**src/rtl/multicycle_ctrl.sv**
```systemverilog
// Main control FSM and ALU/immediate decoder for the multicycle core.
// Raw write requests go to cond_logic, which gates them with cond_ex.
module multicycle_ctrl #(
  parameter int ST_W  = 4,
  parameter int ALU_W = 2
) (
  input  logic             clk,
  input  logic             reset,
  input  logic [1:0]       op,
  input  logic [5:0]       funct,
  input  logic [3:0]       rd,
  input  logic             mem_ready,
  output logic             pcs,
  output logic             reg_w,
  output logic             mem_w,
  output logic [1:0]       flag_w,
  output logic             no_write,
  output logic             pc_write,
  output logic             ir_write,
  output logic             adr_src,
  output logic             alu_src_a,
  output logic [1:0]       alu_src_b,
  output logic [1:0]       result_src,
  output logic [1:0]       imm_src,
  output logic [1:0]       reg_src,
  output logic [ALU_W-1:0] alu_control,
  output logic [ST_W-1:0]  state
);

  typedef enum logic [ST_W-1:0] {
    FETCH   = ST_W'(0),
    DECODE  = ST_W'(1),
    MEMADR  = ST_W'(2),
    MEMRD   = ST_W'(3),
    MEMWB   = ST_W'(4),
    MEMWR   = ST_W'(5),
    EXECR   = ST_W'(6),
    EXECI   = ST_W'(7),
    ALUWB   = ST_W'(8),
    BRANCH  = ST_W'(9),
    ILLEGAL = ST_W'(15)
  } state_t;

  typedef struct packed {
    logic       adr_src;
    logic       alu_src_a;
    logic [1:0] alu_src_b;
    logic [1:0] result_src;
    logic       mem_w;
    logic       reg_w;
    logic       pcs_rd;
    logic       pcs_br;
  } ctl_t;

  state_t     st;
  state_t     nxt;
  ctl_t       ctl;
  logic [3:0] cmd;

  assign cmd = funct[4:1];

  // Moore control values, evaluated for the state being entered so they register with it.
  function automatic ctl_t ctl_for(state_t s, logic imm);
    ctl_t c;
    c = '0;
    case (s)
      FETCH, DECODE: begin
        c.alu_src_a  = 1'b1;
        c.alu_src_b  = 2'b10;
        c.result_src = 2'b10;
      end
      MEMADR: c.alu_src_b = 2'b01;
      MEMRD:  c.adr_src = 1'b1;
      MEMWB: begin
        c.result_src = 2'b01;
        c.reg_w      = 1'b1;
        c.pcs_rd     = 1'b1;
      end
      MEMWR: begin
        c.adr_src = 1'b1;
        c.mem_w   = 1'b1;
      end
      EXECR:  c.alu_src_b = 2'b00;
      EXECI:  c.alu_src_b = 2'b01;
      ALUWB: begin
        c.alu_src_b = imm ? 2'b01 : 2'b00;
        c.reg_w     = 1'b1;
        c.pcs_rd    = 1'b1;
      end
      BRANCH: begin
        c.alu_src_b  = 2'b01;
        c.result_src = 2'b10;
        c.pcs_br     = 1'b1;
      end
      default: c = '0;
    endcase
    return c;
  endfunction

  function automatic logic [ALU_W-1:0] alu_dec(logic [3:0] c);
    case (c)
      4'b0010, 4'b1010: return ALU_W'(1);
      4'b0000:          return ALU_W'(2);
      4'b1100:          return ALU_W'(3);
      default:          return ALU_W'(0);
    endcase
  endfunction

  always_comb begin
    nxt = FETCH;
    case (st)
      FETCH:  nxt = mem_ready ? DECODE : FETCH;
      DECODE: begin
        case (op)
          2'b00:   nxt = funct[5] ? EXECI : EXECR;
          2'b01:   nxt = MEMADR;
          2'b10:   nxt = BRANCH;
          default: nxt = ILLEGAL;
        endcase
      end
      MEMADR: nxt = funct[0] ? MEMRD : MEMWR;
      MEMRD:  nxt = mem_ready ? MEMWB : MEMRD;
      MEMWR:  nxt = mem_ready ? FETCH : MEMWR;
      EXECR, EXECI: nxt = ALUWB;
      default: nxt = FETCH;
    endcase
  end

  always_ff @(posedge clk) begin
    if (!reset) begin
      st  <= FETCH;
      ctl <= ctl_for(FETCH, 1'b0);
    end else begin
      st  <= nxt;
      ctl <= ctl_for(nxt, funct[5]);
    end
  end

  // ALU decode is live through EXEC and ALUWB so alu_flag stays valid at writeback.
  assign alu_control = (st == EXECR || st == EXECI || st == ALUWB) ? alu_dec(cmd) : ALU_W'(0);
  assign flag_w      = (st == ALUWB && funct[0])
                     ? {1'b1, (cmd == 4'b0100 || cmd == 4'b0010 || cmd == 4'b1010)} : 2'b00;
  assign no_write    = (st == ALUWB) && (cmd == 4'b1010);

  assign pc_write   = (st == FETCH) && mem_ready;
  assign ir_write   = (st == FETCH) && mem_ready;
  assign pcs        = ctl.pcs_br | (ctl.pcs_rd & (rd == 4'd15));
  assign reg_w      = ctl.reg_w;
  assign mem_w      = ctl.mem_w;
  assign adr_src    = ctl.adr_src;
  assign alu_src_a  = ctl.alu_src_a;
  assign alu_src_b  = ctl.alu_src_b;
  assign result_src = ctl.result_src;
  assign imm_src    = op;
  assign reg_src    = {op == 2'b01, op == 2'b10};
  assign state      = st;

endmodule
```
**config.mk**
```make
export PLATFORM = sky130hd
export DESIGN_NAME = multicycle_ctrl
export DESIGN_NICKNAME = d
export VERILOG_FILES = /design/src/rtl/multicycle_ctrl.sv
export SDC_FILE = /design/constraint.sdc
export NUM_CORES = 1
export LEC_CHECK = 0
export CAP_MARGIN = 0
export CORE_UTILIZATION = 43
export DETAILED_ROUTE_END_ITERATION = 8
export GPL_ROUTABILITY_DRIVEN = 0
export GPL_TIMING_DRIVEN = 0
export MAX_ROUTING_LAYER = met4
export PLACE_DENSITY = 0.85
export SLEW_MARGIN = 20
export SYNTH_ARGS = -nofsm -noshare
export SYNTH_HDL_FRONTEND = slang
export SYNTH_SLANG_ARGS = --single-unit
```
**constraint.sdc**
```tcl
create_clock -name clk -period 5.7 [get_ports clk]
set_input_delay 1.71 -clock clk [delete_from_list [all_inputs] [get_ports clk]]
set_output_delay 1.71 -clock clk [all_outputs]
set_load 0.01 [all_outputs]
```
==> flow_summary.ini, run 1 <==
[sta]
finalMaxSlewViolations = 0
tightest_slew_ns = 0.486
rsz0062_at_grt = no
fmax_ghz = 0.200
skew_ns = 0.00481
finalCritPeriodShare = 0.878
fin_crit_ns = 5.00
finalSetupViolations = 0
fin_tns_setup_ns = 0
slew_headroom = 0.667
hold_viol_final = 0

[cts]
cts_tree = built
path_clk_slew_ns = 0.07
clockRootBuffer = clkbuf_4
cts.sinks = 13
cts_resized = 0
post-cts-setup-buffers = 0
cts_buffers = 3
clock_latency_ns = 0.27
clock_tree.buffer_depth = 2
h-tree-depth = 1
hold_buffers = 0

[routing]
post_drt_wl_per_cell_um = 11.2
postRouteAntennaNets = 0
drcViolationCount = 0
drtIter0Drc = 10
wl_um = 1870
first_pass_iters = 4
vias_per_cell = 5.00
vias = 835

[floorplanning]
initial_core_util = 0.472
io_pins = 39
core_area_um2 = 1780
fp.dieW_um = 46.3
die_h_um = 46.3
die-area_um2 = 2140
num_rows = 15

[grt]
grt_first_pass_wirelength_um = 2990
antenna_found_initial = 0
grt_max_degree = 11
grt_pass1_vias = 735
grt_overflow = 0
track_usage = 0.204

[worst_setup_path]
crit_family = buffers and inverters
cp-start-kind = input pin
cp-endpoint = flag_w[0]
worstSetupPathDepth = 6
reg2reg_depth = 5
worstPathCellList = clkdlybuf4s50_1 -> nor2b_1 -> nor2b_1 -> o21ai_0 -> nor3_1 -> clkdlybuf4s50_1
cpPeakStageDelay_ns = 0.56
crit_required_ns = 3.99
worstPathMaxFanout = 3
end_kind = output port
cp_slowest_cell = clkdlybuf4s50_1
regToRegSetupSlack_ns = 3.95
critical_path.startpoint = funct[3]
rr_endpoint = alu_src_b[0]$_SDFF_PN0_
cp.arrival_ns = 3.29
r2r_start = state[0]$_SDFF_PN0_
path_class = in -> out
crit_buf_inv = 2

[outcome]
outcome = finished, final reports clean

[cells_and_area]
drive_gt1_frac = 0.148
diodes = 0
n_fill_cell = 153
syn_to_final_growth_pct = 52.0
layout.nets = 163
multi_input_area_um2 = 489
final_area_um2 = 1280
seqCellArea_um2 = 260

[placed_design]
port_buffers = 38
dpl.hpwl_um = 1560
dpl_cell_area_um2 = 1250

[logic_synthesis]
syn_area_um2 = 842
syn_inst = 100
synth_nets = 120
synth.avg_cell_area_um2 = 8.42
yosys_register_bits = 13
yosysSeqAreaShare = 0.309
yosysWarnings = 0
ys_types = 37

[worst_hold_path]
hp-class = reg -> reg
worstHoldStart = state[2]$_SDFF_PN0_

[job]
cap_violations = 0

[pwr]
power.density_nw_per_um2 = 223
leakage_nw = 0.526
vdd_drop_max_mv = 0.117
==> area by class of cell <==
class / count / share of cell area
inverters: 7 / 0.0205
well taps: 25 / 0.0244
multi-input cells: 70 / 0.382
flip-flops and latches: 13 / 0.203
plain buffers: 10 / 0.0518
clock buffers: 4 / 0.0205
repair buffers: 38 / 0.297
==> metrics by stage <==
step / hold slack, ns / setup WS [ns] / std cells / power [mW] / utilization
after floorplan: 0.755 / 1.64 / 100 / 0.180 / -
after global placement: 0.766 / 0.708 / 163 / 0.231 / 0.703
after detailed placement: 0.774 / 0.676 / 163 / 0.233 / 0.703
after CTS: 0.787 / 0.690 / 167 / 0.286 / 0.718
after global routing: 0.846 / 0.554 / 167 / 0.302 / 0.718
final: 0.788 / 0.696 / 167 / 0.285 / 0.718
==> cells by family (layout without fill, tap and decap cells) <==
family	Yosys count	after routing	share of synthesized area
adder cells (fa/ha/maj)	5	5	0.0743
buffers and inverters	17	59	0.110
XOR/XNOR	2	2	0.0208
flip-flops	13	13	0.309
AND/OR/NAND/NOR	43	43	0.287
AO/OA/AOI/OAI	20	20	0.199
==> worst register-to-register path, cell delays in order, from the launching register on <==
cell and delay, ns:
dfxtp_1 0.48, a21bo_4 0.29, a2111oi_4 0.40, nor2_2 0.15, xor2_1 0.21, o211ai_2 0.11
==> worst min-delay path by stage <==
stage | to | slack [ns] | cells past startpoint
4_1_cts | reg_w$_SDFF_PN0_ | 0.79 | 4
2_1_floorplan | result_src[1]$_SDFF_PN1_ | 0.75 | 4
3_5_place_dp | reg_w$_SDFF_PN0_ | 0.77 | 4
5_1_grt | reg_w$_SDFF_PN0_ | 0.85 | 4
6_report | reg_w$_SDFF_PN0_ | 0.79 | 4
3_3_place_gp | reg_w$_SDFF_PN0_ | 0.77 | 4
==> cell usage in the layout (no fill, tap or decap), drive strengths merged <==
cell type	count
xor2	2
ha	5
dfxtp	13
nor4b	1
or2	2
clkdlybuf4s50	38
nor4	1
nor2	13
or3	2
o31ai	2
nor3b	2
nor2b	4
and2	1
o21ai	5
inv	7
clkbuf	5
a21oi	3
o21bai	1
nand3	1
buf	9
a21o	2
a31o	1
nand4b	1
a21bo	1
o211ai	2
nand2b	1
o2111ai	1
nor3	7
a2111oi	2
and3	2
nand2	5
==> cells in the mapped netlist <==
| master | number | area, um2 |
|---|---|---|
| dfxtp_1 | 13 | 260 |
| nor2_1 | 12 | 45.0 |
| buf_4 | 7 | 52.6 |
| inv_1 | 7 | 26.3 |
| nor3_1 | 6 | 30.0 |
| ha_1 | 5 | 62.6 |
| nand2_1 | 5 | 18.8 |
| nor2b_1 | 4 | 25.0 |
| a21oi_1 | 3 | 15.0 |
| o21ai_0 | 3 | 15.0 |
| a21o_1 | 2 | 15.0 |
| and3_1 | 2 | 12.5 |
| buf_2 | 2 | 10.0 |
| nor3b_1 | 2 | 15.0 |
| o21ai_1 | 2 | 10.0 |
| o31ai_1 | 2 | 15.0 |
| or3_1 | 2 | 12.5 |
| xor2_1 | 2 | 17.5 |
| a2111oi_0 | 1 | 8.76 |
| a2111oi_4 | 1 | 27.5 |
| a21bo_4 | 1 | 16.3 |
| a31o_2 | 1 | 8.76 |
| and2_1 | 1 | 6.26 |
| clkbuf_1 | 1 | 3.75 |
| nand2b_1 | 1 | 6.26 |
| nand3_1 | 1 | 5.00 |
| nand4b_1 | 1 | 8.76 |
| nor2_2 | 1 | 6.26 |
| nor3_2 | 1 | 10.0 |
| nor4_2 | 1 | 12.5 |
| nor4b_2 | 1 | 15.0 |
| o2111ai_1 | 1 | 8.76 |
| o211ai_1 | 1 | 7.51 |
| o211ai_2 | 1 | 12.5 |
| o21bai_1 | 1 | 7.51 |
| or2_1 | 1 | 6.26 |
| or2_2 | 1 | 6.26 |
==> flip-flops by register name, summed over array words and instances (netlist names) <==
name	count
state	4
alu_src_b	2
result_src	2
adr_src	1
alu_src_a	1
ctl	1
mem_w	1
reg_w	1
==> per-layer routing <==
layer	up-vias	part of all wire	wire length, um	track usage
li1	423	-	-	-
met1	377	0.42	795	0.220
met2	31	0.51	948	0.363
met3	4	0.058	109	0.0353
met4	0	0.010	19	0.0824
met5	-	0	0	-
==> where the power goes <==
group	internal, mW	total, mW	switching, mW
sequential	0.102	0.108	0.00556
combinational	0.0665	0.123	0.0570
clock	0.0271	0.0540	0.0270
Power figures use the tool's default switching activity.
==> run 2: changes to the inputs <==
--- a/config.mk
+++ b/config.mk
@@ -6,12 +6,14 @@
 export NUM_CORES = 1
 export LEC_CHECK = 0
 export CAP_MARGIN = 0
-export CORE_UTILIZATION = 43
+export CELL_PAD_IN_SITES_DETAIL_PLACEMENT = 0
+export CELL_PAD_IN_SITES_GLOBAL_PLACEMENT = 2
+export CORE_UTILIZATION = 24
 export DETAILED_ROUTE_END_ITERATION = 8
 export GPL_ROUTABILITY_DRIVEN = 0
 export GPL_TIMING_DRIVEN = 0
 export MAX_ROUTING_LAYER = met4
-export PLACE_DENSITY = 0.85
+export PLACE_DENSITY = 0.86
 export SLEW_MARGIN = 20
 export SYNTH_ARGS = -nofsm -noshare
 export SYNTH_HDL_FRONTEND = slang
==> flow_summary.ini, run 2 (synthesized netlist as in run 1, its figures left out) <==
[outcome]
outcome = finished, final reports clean

[sta]
finalMaxSlewViolations = 0
rsz0062_at_grt = no
finalCritPeriodShare = 0.884
slew_headroom = 0.658
skew_ns = 0.00689
finalSetupViolations = 0
hold_viol_final = 0
fmax_ghz = 0.199
setup_ws_ns = 0.663
tightest_slew_ns = 0.500
fin_crit_ns = 5.04
fin_tns_setup_ns = 0

[grt]
grt_pass1_vias = 721
antenna_found_initial = 0
grt_first_pass_wirelength_um = 3080
track_usage = 0.113
grt_max_degree = 11
grt_overflow = 0

[worst_setup_path]
regToRegSetupSlack_ns = 3.97
reg2reg_depth = 6
end_kind = output port
rr_endpoint = adr_src$_SDFF_PN0_
r2r_start = state[1]$_SDFF_PN0_
path_class = in -> out
cp-start-kind = input pin
worstPathMaxFanout = 4
worstPathCellList = clkdlybuf4s50_1 -> inv_1 -> nor3b_1 -> buf_4 -> clkdlybuf4s50_1
cp_slowest_cell = clkdlybuf4s50_1
cp.arrival_ns = 3.33
crit_required_ns = 3.99
cp_common_cell = clkdlybuf4s50_1
cpPeakStageDelay_ns = 0.54

[pwr]
power.density_nw_per_um2 = 219
leakage_nw = 0.526
finalPower_mw = 0.286
vdd_drop_max_mv = 0.0569

[floorplanning]
core_area_um2 = 3340
fp.dieW_um = 61.2
num_rows = 21
die_h_um = 61.2
io_pins = 39
initial_core_util = 0.252
die-area_um2 = 3750

[routing]
post_drt_wl_per_cell_um = 10.8
wl_um = 2020
postRouteAntennaNets = 0
vias = 794
first_pass_iters = 4
drcViolationCount = 0
drtIter0Drc = 11
vias_per_cell = 4.22

[job]
cap_violations = 0

[cts]
clock_latency_ns = 0.27
cts_resized = 0
cts.sinks = 13
path_clk_slew_ns = 0.07
clockRootBuffer = clkbuf_4
hold_buffers = 0
post-cts-setup-buffers = 0
h-tree-depth = 1
cts_tree = built
cts_buffers = 3
clock_tree.buffer_depth = 2

[cells_and_area]
syn_to_final_growth_pct = 55.1
drive_gt1_frac = 0.148
post-route-util = 0.391
n_fill_cell = 367
diodes = 0
final_cells = 188
final_cell_mix = clkdlybuf4s50_1, dfxtp_1, nor2_1
final_common_cell = clkdlybuf4s50_1
largest_reg_flops = 4
layout.nets = 163

[placed_design]
placed_cells = 184
place_ws_ns = 0.636
port_buffers = 38
dpl.hpwl_um = 1610

[worst_hold_path]
worstHoldStart = state[2]$_SDFF_PN0_
holdPathStages = 4
hp-class = reg -> reg
min_to = reg_w$_SDFF_PN0_
[run 2: cell counts in the layout (fill, tap and decap cells not counted)]
Identical to the previous run, type by type.
[run 2: metrics by stage]
| step | instance area (um2) | hold WS, ns |
|---|---|---|
| final | 1310 | 0.804 |
| after global routing | 1310 | 0.857 |
| after CTS | 1310 | 0.809 |
| after detailed placement | 1280 | 0.796 |
| after global placement | 1280 | 0.786 |
| after floorplan | 842 | 0.755 |
[run 2: cell type report]
type,count,area [um2],area share
multi-input combinational,70,489,0.375
timing repair buffer,38,380,0.291
sequential,13,260,0.199
buffer,10,66.3,0.0508
tap,46,57.6,0.0441
clock buffer,4,26.3,0.0201
inverter,7,26.3,0.0201
[run 2: power breakdown]
part | switching (mW) | internal, mW | total, mW
combinational | 0.0573 | 0.0666 | 0.124
clock | 0.0269 | 0.0270 | 0.0540
sequential | 0.00579 | 0.102 | 0.108
total | 0.0900 | 0.196 | 0.286
[run 2: worst max-delay path, delay by kind of cell]
| kind | cells | cell delay (ns) |
|---|---|---|
| and+or+nand+nor | 1 | 0.29 |
| buffers and inverters | 4 | 1.33 |
[run 2: worst max-delay path by stage]
stage / end / slack, ns / depth (start not counted) / start
4_1_cts: pc_write / 0.64 / 5 / mem_ready
3_5_place_dp: pc_write / 0.64 / 5 / mem_ready
5_1_grt: pc_write / 0.54 / 5 / mem_ready
3_3_place_gp: pc_write / 0.67 / 5 / mem_ready
6_report: pc_write / 0.66 / 5 / mem_ready
2_1_floorplan: pc_write / 1.64 / 3 / mem_ready
[run 2: layer usage]
metal | global-route usage | part of all wire | vias up
met2 | 0.186 | 0.46 | 23
li1 | - | - | 422
met3 | 0.0126 | 0.050 | 2
met5 | - | 0 | -
met1 | 0.144 | 0.48 | 347
met4 | 0.0390 | 0.0074 | 0
